==> src/rtl/tt_pkg.sv <==
// Shared constants for the truth-table sequencer: FSM encodings and default sizing.
package tt_pkg;

  localparam int DEFAULT_N_IN   = 2;
  localparam int DEFAULT_SETTLE = 1;

  // Settle counter width covers the legal SETTLE range of 1..15.
  localparam int SETTLE_W = 4;

  localparam logic [1:0] ST_IDLE   = 2'd0;
  localparam logic [1:0] ST_APPLY  = 2'd1;
  localparam logic [1:0] ST_SAMPLE = 2'd2;
  localparam logic [1:0] ST_DONE   = 2'd3;

endpackage

==> src/rtl/tt_settle_timer.sv <==
// Down-counter that holds each vector for SETTLE cycles and pulses expire on the last one.
module tt_settle_timer
  import tt_pkg::*;
#(
  parameter int SETTLE = DEFAULT_SETTLE
) (
  input  logic clk,
  input  logic rst_n,
  input  logic load,
  input  logic enable,
  output logic expire
);

  logic [SETTLE_W-1:0] count;

  always_ff @(posedge clk or negedge rst_n) begin
    if (!rst_n) begin
      count <= '0;
    end else if (load) begin
      count <= SETTLE_W'(SETTLE);
    end else if (enable && (count != '0)) begin
      count <= count - SETTLE_W'(1);
    end
  end

  // Load happens on the cycle before the hold starts, so count==1 marks the final hold cycle.
  assign expire = enable && (count == SETTLE_W'(1));

endmodule

==> src/rtl/truth_table_sequencer.sv <==
// Walks every input vector of a small gate, samples its output and scores it against a truth table.
module truth_table_sequencer
  import tt_pkg::*;
#(
  parameter int N_IN   = DEFAULT_N_IN,
  parameter int SETTLE = DEFAULT_SETTLE
) (
  input  logic                   clk,
  input  logic                   rst_n,
  input  logic                   start,
  input  logic [(1<<N_IN)-1:0]   expected,
  output logic [N_IN-1:0]        dut_in,
  input  logic                   dut_out,
  output logic                   busy,
  output logic                   done,
  output logic                   pass,
  output logic [N_IN:0]          err_count,
  output logic [N_IN-1:0]        first_fail,
  output logic [(1<<N_IN)-1:0]   result_bits
);

  localparam int V     = 1 << N_IN;
  localparam int ERR_W = N_IN + 1;
  localparam logic [N_IN-1:0] LAST_IDX = '1;

  logic [1:0]       state;
  logic [N_IN-1:0]  index;
  logic [V-1:0]     exp_latched;
  logic [ERR_W-1:0] err_next;
  logic             mismatch;
  logic             last_vec;
  logic             timer_load;
  logic             timer_expire;

  assign last_vec   = (index == LAST_IDX);
  assign mismatch   = (state == ST_SAMPLE) && (dut_out != exp_latched[index]);
  assign timer_load = ((state == ST_IDLE) && start) || ((state == ST_SAMPLE) && !last_vec);

  // Saturating guard keeps err_count from wrapping even though V vectors can never exceed it.
  assign err_next = (mismatch && (err_count != ERR_W'(V))) ? err_count + ERR_W'(1) : err_count;

  tt_settle_timer #(
    .SETTLE(SETTLE)
  ) u_settle (
    .clk   (clk),
    .rst_n (rst_n),
    .load  (timer_load),
    .enable(state == ST_APPLY),
    .expire(timer_expire)
  );

  always_ff @(posedge clk or negedge rst_n) begin
    if (!rst_n) begin
      state       <= ST_IDLE;
      index       <= '0;
      exp_latched <= '0;
      err_count   <= '0;
      first_fail  <= '0;
      result_bits <= '0;
      pass        <= 1'b0;
    end else begin
      case (state)
        ST_IDLE: begin
          if (start) begin
            exp_latched <= expected;
            err_count   <= '0;
            first_fail  <= '0;
            result_bits <= '0;
            pass        <= 1'b0;
            index       <= '0;
            state       <= ST_APPLY;
          end
        end
        ST_APPLY: begin
          if (timer_expire) begin
            state <= ST_SAMPLE;
          end
        end
        ST_SAMPLE: begin
          result_bits[index] <= dut_out;
          err_count          <= err_next;
          if (mismatch && (err_count == '0)) begin
            first_fail <= index;
          end
          // pass is resolved here so it is already valid while done is high.
          if (last_vec) begin
            pass  <= (err_next == '0);
            state <= ST_DONE;
          end else begin
            index <= index + N_IN'(1);
            state <= ST_APPLY;
          end
        end
        ST_DONE: begin
          index <= '0;
          state <= ST_IDLE;
        end
        default: begin
          state <= ST_IDLE;
        end
      endcase
    end
  end

  assign busy   = (state == ST_APPLY) || (state == ST_SAMPLE);
  assign done   = (state == ST_DONE);
  assign dut_in = busy ? index : '0;

endmodule

==> config.mk <==
export PLATFORM = sky130hd
export DESIGN_NAME = truth_table_sequencer
export DESIGN_NICKNAME = d
export VERILOG_FILES = /design/src/rtl/tt_pkg.sv /design/src/rtl/tt_settle_timer.sv /design/src/rtl/truth_table_sequencer.sv
export SDC_FILE = /design/constraint.sdc
export NUM_CORES = 1
export LEC_CHECK = 0
export ABC_CLOCK_PERIOD_IN_PS = 5100
export BUFFER_PORTS_ARGS = -buffer_cell sky130_fd_sc_hd__buf_2
export CAP_MARGIN = 40
export CORE_UTILIZATION = 35
export DETAILED_ROUTE_END_ITERATION = 10
export MAX_ROUTING_LAYER = met4
export RECOVER_POWER = 25
export SETUP_SLACK_MARGIN = 0.2
export SLEW_MARGIN = 25
export SYNTH_ARGS = -nofsm -noshare
export SYNTH_HDL_FRONTEND = slang
export SYNTH_SLANG_ARGS = --single-unit
==> constraint.sdc <==
create_clock -name clk -period 5.1 [get_ports clk]
set_input_delay 0.255 -clock clk [delete_from_list [all_inputs] [get_ports clk]]
set_output_delay 0.255 -clock clk [all_outputs]
set_load 0.005 [all_outputs]
==> results of run 1 <==
==> registers in the layout, summed over array words and instances (netlist names) <==
| name | cells |
|---|---|
| exp_latched | 4 |
| state | 2 |
| result_bits | 4 |
| pass | 1 |
| first_fail | 2 |
| err_count | 3 |
| index | 2 |
| u_settle.count | 4 |
==> critical path: cells and delay by family, from the launching register on <==
kind	cells	cell delay [ps]
muxes	1	170
AOI/OAI and AO/OA	2	360
adders and majority gates	1	510
DFF	1	420
buffers and inverters	1	130
and+or+nand+nor	2	740
==> cells by family (layout without fill, tap and decap cells) <==
| family | after synthesis | in the layout |
|---|---|---|
| XOR/XNOR | 4 | 4 |
| flip-flops | 22 | 22 |
| buffers and inverters | 14 | 35 |
| adder cells (fa/ha/maj) | 13 | 13 |
| multiplexers | 16 | 16 |
| AND/OR/NAND/NOR | 41 | 41 |
| AO/OA/AOI/OAI | 31 | 31 |
==> what timing repair did <==
item                                    CTS  global route
hold buffers                              1             0
resized for setup                         0             0
hold endpoints to repair                 22             0
endpoints found under the setup margin    0             0
buffers inserted                          0             0
==> layout by cell type (no fill, tap or decap), types with 2 or more instances in the layout <==
cell type | netlist | final
nor3_1 | 5 | 5
ha_1 | 13 | 13
a21oi_1 | 5 | 5
buf_2 | 2 | 20
and2_1 | 3 | 3
nor3b_1 | 2 | 2
mux2i_1 | 10 | 10
mux2_2 | 4 | 4
nand2_1 | 11 | 11
nand2b_1 | 4 | 4
clkbuf_8 | 0 | 3
o211ai_1 | 2 | 2
nand3_1 | 4 | 4
nand3b_1 | 2 | 2
inv_1 | 9 | 9
dfrtp_1 | 22 | 22
xor2_1 | 3 | 3
a211oi_1 | 2 | 2
o21ai_0 | 13 | 13
nor2_1 | 6 | 6
==> power by group <==
group	switching, mW	leakage [nW]	internal, mW
combinational	0.236	0.429	0.199
clock	0.0578	0.0357	0.105
sequential	0.0762	0.285	0.241
total	0.370	0.750	0.544
==> metrics by stage <==
step / utilization / setup WS [ps]
floorplan: - / 3170
global placement: 0.411 / 2870
detailed placement: 0.411 / 2750
CTS: 0.433 / 2720
global route: 0.432 / 2550
finish: 0.432 / 2710
==> layout make-up <==
| type | count | area, sq um |
|---|---|---|
| clock inverter | 1 | 30.0 |
| inverter | 9 | 33.8 |
| tap | 48 | 60.1 |
| fill | 381 | 2120 |
| timing repair buffer | 22 | 114 |
| clock buffer | 3 | 41.3 |
| multi-input combinational | 105 | 790 |
| sequential | 22 | 551 |
==> how the worst max path moves through the flow <==
stage | start | endpoint | slack [ps] | depth (start not counted)
final | state[0]$_DFFE_PN0P_ | err_count[1]$_DFFE_PN0P_ | 2710 | 7
after CTS | state[0]$_DFFE_PN0P_ | err_count[1]$_DFFE_PN0P_ | 2720 | 7
after floorplan | state[0]$_DFFE_PN0P_ | err_count[1]$_DFFE_PN0P_ | 3170 | 8
after detailed placement | state[0]$_DFFE_PN0P_ | err_count[1]$_DFFE_PN0P_ | 2750 | 7
after global placement | state[0]$_DFFE_PN0P_ | err_count[1]$_DFFE_PN0P_ | 2870 | 7
after global routing | state[0]$_DFFE_PN0P_ | err_count[1]$_DFFE_PN0P_ | 2550 | 7
==> layer usage <==
layer,vias up,GRT usage,routed length [um]
li1,539,-,-
met1,524,0.211,1460
met2,21,0.235,1360
met3,6,0.0226,62
met4,0,0.0707,52
met5,-,-,0
==> results.toml, run 1 <==
[run_status]
status = "complete, no violations"

[sta]
finalSetupTns_ps = 0
fmax_mhz = 418
maxSlewViolCount = 0
hold-worst-slack_ps = 219
setup_viol = 0
worst-slew-pin-transition_ps = 1230
final.setup_skew_ps = 1.89
rsz0062_at_grt = "false"
slew-limit-headroom = 0.180
period_share = 0.469
hold_viol = 0
finalCriticalPeriod_ps = 2390

[setup_path]
reg2reg_to = "err_count[1]$_DFFE_PN0P_"
r2r_slack_ps = 2710
cp_slowest_cell = "ha_1"
crit_required_ps = 5300
r2r_start = "state[0]$_DFFE_PN0P_"
startpoint_type = "register"
worstPathMaxFanout = 18
slowest_delay_ps = 510
worstPathArrival_ps = 2590
end_kind = "register"
crit_path_cell_trace = "inv_1 -> ha_1 -> or3b_1 -> mux2i_1 -> o21ai_1 -> nor4b_1 -> a311o_1"
worstRegToRegCells = 7
crit_type = "register to register"

[detailed_routing]
drt.antenna.violating_nets = 0
vias_per_cell = 5.19
dr.pass1.iters = 4
post-route-drc-count = 0
wl_mm = 2.94
wl_per_cell_um = 14.0
drt_iter0_drc = 27
vias = 1090

[clock_network]
clock_sinks = 22
cts_tree = "built"
insertion_delay_ps = 260
clock_path_buffers = 2
clock-root-buffer = "clkbuf_8"
path_clk_slew_ps = 80
ctsHtreeMaxLevel = 1
cts_buffers = 3

[global_route]
grt_pass1_vias = 1021
grt_max_degree = 23
antenna_found_initial = 0
grt_usage = 0.157
grt_pass1_wl_mm = 4.95
grt_remaining_overflow = 0

[logic_synthesis]
async_flop_share = 1.00
synth_edf_count = 0
synth.area.top_cells = "dfrtp_1, ha_1, mux2i_1"
synthMuxAreaShare = 0.130
avgSynthCellArea_sq_um = 9.95
yosys.area_share.xor_xnor = 0.0250
yosys_warnings = 0
syn_inst = 141
synth_top_family_by_area = "simple AND/OR/NAND/NOR gates"
synth-compound-area-share = 0.136
netlist_top_cells_count = "dfrtp_1, ha_1, o21ai_0"
synth.most_common_cell = "dfrtp_1"
synth_nets = 162
synth.cell_area_sq_mm = 0.00140
yosys_register_bits = 22
yosysSeqAreaShare = 0.393
ys.flop_type = "dfrtp_1"
yosys.area.top_type = "dfrtp_1"
synthSimpleGateAreaFrac = 0.155
yosys.area_share.adder = 0.116
netlist.area_leader.share = 0.393
yosysUniqueCellTypes = 37

[pwr]
totalPowerFinal_mw = 0.914
peakVddDrop_v = 0.000240
p_per_area_mw_per_mm2 = 565
leakage_nw = 0.750

[placed_design]
io_buffers = 21
gp_congestion = 0.796
dpl.cell_count = 205
detailed_place.area_sq_mm = 0.00154
hpwlAfterDp_mm = 2.21

[floorplan]
die_area_sq_mm = 0.00426
die_w_um = 65.3
core_area_sq_mm = 0.00374
initial_core_util = 0.375
die-height_um = 65.3
row_count = 22
io_pins = 22

[cells_and_area]
drive_gt1_frac = 0.198
finalInstanceArea_sq_mm = 0.00162
area_growth_pct = 15.4
diodes = 0
stdcell_count = 210
fin_nets = 184

[worst_hold_path]
holdPathStages = 2
hp-start = "expected[0]"
worst_hold_path.endpoint = "exp_latched[0]$_DFFE_PN0P_"
worstHoldPathType = "input pin to register"

[flow_run]
maxCapViolCount = 0
(Power assumes the default switching activity.)
==> run 2: changes to the inputs <==
--- a/config.mk
+++ b/config.mk
@@ -5,7 +5,7 @@
 export SDC_FILE = /design/constraint.sdc
 export NUM_CORES = 1
 export LEC_CHECK = 0
-export ABC_CLOCK_PERIOD_IN_PS = 5100
+export ABC_CLOCK_PERIOD_IN_PS = 2500
 export BUFFER_PORTS_ARGS = -buffer_cell sky130_fd_sc_hd__buf_2
 export CAP_MARGIN = 40
 export CORE_UTILIZATION = 35
==> constraint.sdc (replaced) <==
create_clock -name clk -period 2.5 [get_ports clk]
set_input_delay 0.125 -clock clk [delete_from_list [all_inputs] [get_ports clk]]
set_output_delay 0.125 -clock clk [all_outputs]
set_load 0.005 [all_outputs]
==> results.toml, run 2 (synthesis results as in run 1) <==
[run_status]
status = "complete, no violations"

[clock_network]
path_clk_slew_ps = 90
cts_resized = 0
insertion_delay_ps = 260
clock_sinks = 22
clock_path_buffers = 2
clock-root-buffer = "clkbuf_8"
cts_tree = "built"
ctsHtreeMaxLevel = 1
cts_buffers = 3

[cells_and_area]
area_growth_pct = 15.9
final_cell_mix = "dfrtp_1, buf_2, o21ai_0, ha_1, nand2_1"
fin_util = 0.434
reg_top3 = "exp_latched x4, result_bits x4, u_settle.count x4"
drive_gt1_frac = 0.212
stdcell_count = 213
diodes = 0
fin_nets = 187
final_common_cell = "dfrtp_1"

[global_route]
antenna_found_initial = 0
grt_pass1_vias = 1083
grt_pass1_wl_mm = 4.95
grt_usage = 0.156
grt_remaining_overflow = 0
grt_max_degree = 23

[floorplan]
row_count = 22
die_w_um = 65.3
io_pins = 22
die-height_um = 65.3
core_area_sq_mm = 0.00374
initial_core_util = 0.375
die_area_sq_mm = 0.00426

[flow_run]
maxCapViolCount = 0

[setup_path]
slowest_delay_ps = 400
crit_path_cell_trace = "inv_1 -> ha_1 -> buf_4 -> nand3b_1 -> mux2i_1 -> o21ai_1 -> o21ai_0 -> a311o_1"
end_kind = "register"
worstRegToRegCells = 8
crit_type = "register to register"
startpoint_type = "register"
crit_required_ps = 2650
cp_slowest_cell = "dfrtp_1"
worstPathMaxFanout = 9
worstPathArrival_ps = 2190

[pwr]
peakVddDrop_v = 0.000438
leakage_nw = 0.758
totalPowerFinal_mw = 1.83
p_per_area_mw_per_mm2 = 1120

[sta]
worst-slew-pin-transition_ps = 1190
finalCriticalPeriod_ps = 2030
setup_viol = 0
hold_viol = 0
maxSlewViolCount = 0
slew-limit-headroom = 0.208
rsz0062_at_grt = "false"
period_share = 0.814
final.setup_skew_ps = 4.53
fmax_mhz = 492
finalSetupTns_ps = 0

[detailed_routing]
dr.pass1.iters = 5
wl_mm = 2.95
wl_per_cell_um = 13.8
post-route-drc-count = 0
vias_per_cell = 5.16
vias = 1099
drt_iter0_drc = 68
drt.antenna.violating_nets = 0

[placed_design]
dpl.cell_count = 208
gp_congestion = 0.797
hpwlAfterDp_mm = 2.24
io_buffers = 21

[worst_hold_path]
worstHoldPathType = "input pin to register"
holdPathStages = 2
## run 2: changes by cell type in the layout (fill, tap and decap cells not counted), sizes merged
| cell | previous run | this run |
|---|---|---|
| clkbuf | 4 | 5 |
| buf | 20 | 23 |
| bufinv | 1 | 0 |
## run 2: worst paths after layout
kind	to	startpoint	slack, ps
worst max-delay path	err_count[1]$_DFFE_PN0P_	state[0]$_DFFE_PN0P_	470
worst min-delay path	exp_latched[1]$_DFFE_PN0P_	expected[1]	90
worst max register to register	err_count[1]$_DFFE_PN0P_	state[0]$_DFFE_PN0P_	470
worst min register to register	result_bits[3]$_DFFE_PN0P_	result_bits[3]$_DFFE_PN0P_	500
max in group asynchronous	u_settle.count[2]$_DFFE_PN0P_	rst_n	1180
min in group asynchronous	u_settle.count[1]$_DFFE_PN0P_	rst_n	620
## run 2: power breakdown
group          switching [mW]  internal, mW  leakage [nW]
combinational           0.488         0.433         0.444
clock                   0.122         0.141        0.0288
sequential              0.152         0.491         0.285
total                   0.762          1.06         0.758
## run 2: what timing repair did
item / 4_1_cts / 5_1_grt
hold buffers: 1 / 0
hold endpoints to repair: 22 / 0
setup buffers: 0 / 0
## run 2: stage by stage
stage                     cell area [sq um]  hold WS (ps)  setup slack (ps)
final                                  1630          85.5               466
after global routing                   1630          81.1               284
after CTS                              1630          83.8               463
after detailed placement               1560           134               480
after global placement                 1560           133               578
after floorplan                        1400          -171               566
## run 2: final cells by class
cell class / instances / area [sq um]
fillers: 391 / 2120
flip-flops and latches: 22 / 551
clock buffers: 4 / 55.1
repair buffers: 25 / 136
multi-input cells: 105 / 790
inverters: 9 / 33.8
well taps: 48 / 60.1
## run 2: critical path: cells and delay by family, from the launching register on
family	cells	cell delay [ps]
buffers and inverters	2	270
AOI/OAI and AO/OA	3	850
muxes	1	80
and+or+nand+nor	1	80
DFF	1	400
adders and majority gates	1	230
## run 2: routing by layer
metal / vias up / track usage / wire [um]
li1: 541 / - / -
met1: 539 / 0.191 / 1400
met2: 15 / 0.265 / 1450
met3: 4 / 0.0278 / 74
met4: 0 / 0.0408 / 22
met5: - / - / 0
==> run 3: changes to the inputs <==
--- a/config.mk
+++ b/config.mk
@@ -5,7 +5,7 @@
 export SDC_FILE = /design/constraint.sdc
 export NUM_CORES = 1
 export LEC_CHECK = 0
-export ABC_CLOCK_PERIOD_IN_PS = 2500
+export ABC_CLOCK_PERIOD_IN_PS = 1900
 export BUFFER_PORTS_ARGS = -buffer_cell sky130_fd_sc_hd__buf_2
 export CAP_MARGIN = 40
 export CORE_UTILIZATION = 35
==> constraint.sdc (replaced) <==
create_clock -name clk -period 1.9 [get_ports clk]
set_input_delay 0.095 -clock clk [delete_from_list [all_inputs] [get_ports clk]]
set_output_delay 0.095 -clock clk [all_outputs]
set_load 0.005 [all_outputs]
==> results.toml, run 3 (synthesis results as in run 1) <==
[placed_design]
hpwlAfterDp_mm = 2.26
dpl.cell_count = 212
io_buffers = 21
gp_congestion = 0.879

[cells_and_area]
stdcell_count = 221
fin_nets = 195
area_growth_pct = 25.9
diodes = 0
final_common_cell = "dfrtp_1"
fin_util = 0.472
final_cell_mix = "dfrtp_1, buf_2, nand2_1, ha_1, buf_4"
reg_top3 = "exp_latched x4, result_bits x4, u_settle.count x4"
drive_gt1_frac = 0.312

[setup_path]
crit_required_ps = 2110
crit_type = "register to register"
startpoint_type = "register"
worstSetupPathDepth = 7
endpoint = "err_count[1]$_DFFE_PN0P_"
reg2reg_to = "err_count[1]$_DFFE_PN0P_"
critPathBufInv = 1
worstPathArrival_ps = 1980
r2r_start = "state[0]$_DFFE_PN0P_"
crit_path_cell_trace = "inv_2 -> ha_4 -> or3b_4 -> mux2i_4 -> o21ai_4 -> nor4b_2 -> a311o_1"
slowest_delay_ps = 400
worstPathMaxFanout = 6
crit_family = "simple AND/OR/NAND/NOR gates"
worstRegToRegCells = 7
cp_slowest_cell = "dfrtp_1"
r2r_slack_ps = 120
end_kind = "register"
worstSetupStartpoint = "state[0]$_DFFE_PN0P_"

[detailed_routing]
drt_iter0_drc = 93
vias = 1147
wl_per_cell_um = 14.0
wl_mm = 3.10
drt.antenna.violating_nets = 0
post-route-drc-count = 0
dr.pass1.iters = 4
vias_per_cell = 5.19

[clock_network]
clock_path_buffers = 2
path_clk_slew_ps = 90
clock_sinks = 22
insertion_delay_ps = 270
cts_tree = "built"
ctsHtreeMaxLevel = 1
cts_buffers = 3
clock-root-buffer = "clkbuf_8"

[flow_run]
maxCapViolCount = 0

[global_route]
grt_remaining_overflow = 0
antenna_found_initial = 0
grt_pass1_vias = 1032
grt_max_degree = 23
grt_pass1_wl_mm = 4.82
grt_usage = 0.153

[pwr]
pwr-share-clk = 0.162
peakVddDrop_v = 0.000804
leakage_nw = 0.807
swShare = 0.400
power_frac_seq = 0.298
share_comb_of_total_power = 0.540
switchingPower_mw = 1.10
p_per_area_mw_per_mm2 = 1560
totalPowerFinal_mw = 2.76
p_int_mw = 1.66

[sta]
finalSetupTns_ps = 0
worst-slew-pin-transition_ps = 1220
fmax_mhz = 563
setup_viol = 0
maxSlewViolCount = 0
finalCriticalPeriod_ps = 1780
hold_viol = 0
rsz0062_at_grt = "true"
slew-limit-headroom = 0.186
final.setup_skew_ps = 8.41
period_share = 0.935

[floorplan]
die_area_sq_mm = 0.00426
core_area_sq_mm = 0.00374
initial_core_util = 0.375
die-height_um = 65.3
die_w_um = 65.3
io_pins = 22
row_count = 22

[worst_hold_path]
worstHoldPathType = "input pin to register"

[run_status]
status = "complete, no violations"
-- run 3: cell types whose count changed in the layout (fill, tap and decap cells not counted), moves of 2 or more --
cell and delta:
buf_4 +8, mux2i_1 -3, o21ai_0 -3, ha_1 -2
mux2i_2 +2, o21ai_1 +2
-- run 3: worst min path at each step --
stage,from,end,slack [ps],cells after the start
2_1_floorplan,rst_n,err_count[0]$_DFFE_PN0P_,-200,0
3_3_place_gp,rst_n,result_bits[2]$_DFFE_PN0P_,90,1
3_5_place_dp,rst_n,result_bits[1]$_DFFE_PN0P_,100,1
4_1_cts,expected[1],exp_latched[1]$_DFFE_PN0P_,50,2
5_1_grt,expected[3],exp_latched[3]$_DFFE_PN0P_,40,2
6_report,expected[0],exp_latched[0]$_DFFE_PN0P_,50,2
-- run 3: per-stage QoR --
stage / area [sq um] / hold slack, ps / setup WS (ps)
after detailed placement: 1610 / 99.9 / 75.9
final: 1770 / 51.5 / 124
after global placement: 1610 / 92.7 / 124
after global routing: 1770 / 43.7 / 12.9
after CTS: 1720 / 47.6 / 106
after floorplan: 1430 / -201 / 112
-- run 3: routing by layer --
layer  part of all wire  wire [um]  vias to the layer above  track usage
met5                  0          0                        -            -
met4             0.0019          6                        0       0.0190
met3              0.045        140                        2       0.0417
met2               0.48       1480                       31        0.245
met1               0.47       1470                      554        0.199
li1                   -          -                      560            -
-- run 3: repair_timing --
| item | 4_1_cts | 5_1_grt |
|---|---|---|
| pin swaps | 1 | 4 |
| resized for setup | 3 | 9 |
| hold buffers | 1 | 0 |
| endpoints found under the hold margin | 22 | 0 |
| setup buffers | 3 | 1 |
| setup endpoints to repair | 10 | 16 |
| cloned | 0 | 0 |
-- run 3: power by group through the flow --
| stage | logic (mW) | registers, mW | clock network [mW] |
|---|---|---|---|
| after floorplan | 0.936 | 0.795 | 0 |
| after global placement | 1.29 | 0.818 | 0 |
| after detailed placement | 1.32 | 0.825 | 0 |
| after CTS | 1.39 | 0.812 | 0.456 |
| after global routing | 1.64 | 0.847 | 0.472 |
| final | 1.49 | 0.822 | 0.447 |
-- run 3: layout make-up --
| type | instances | area (sq um) |
|---|---|---|
| well taps | 48 | 60.1 |
| inverters | 9 | 33.8 |
| clock inverters | 1 | 30.0 |
| fillers | 358 | 1980 |
| repair buffers | 33 | 196 |
| clock buffers | 3 | 41.3 |
| multi-input cells | 105 | 852 |
| flip-flops and latches | 22 | 552 |
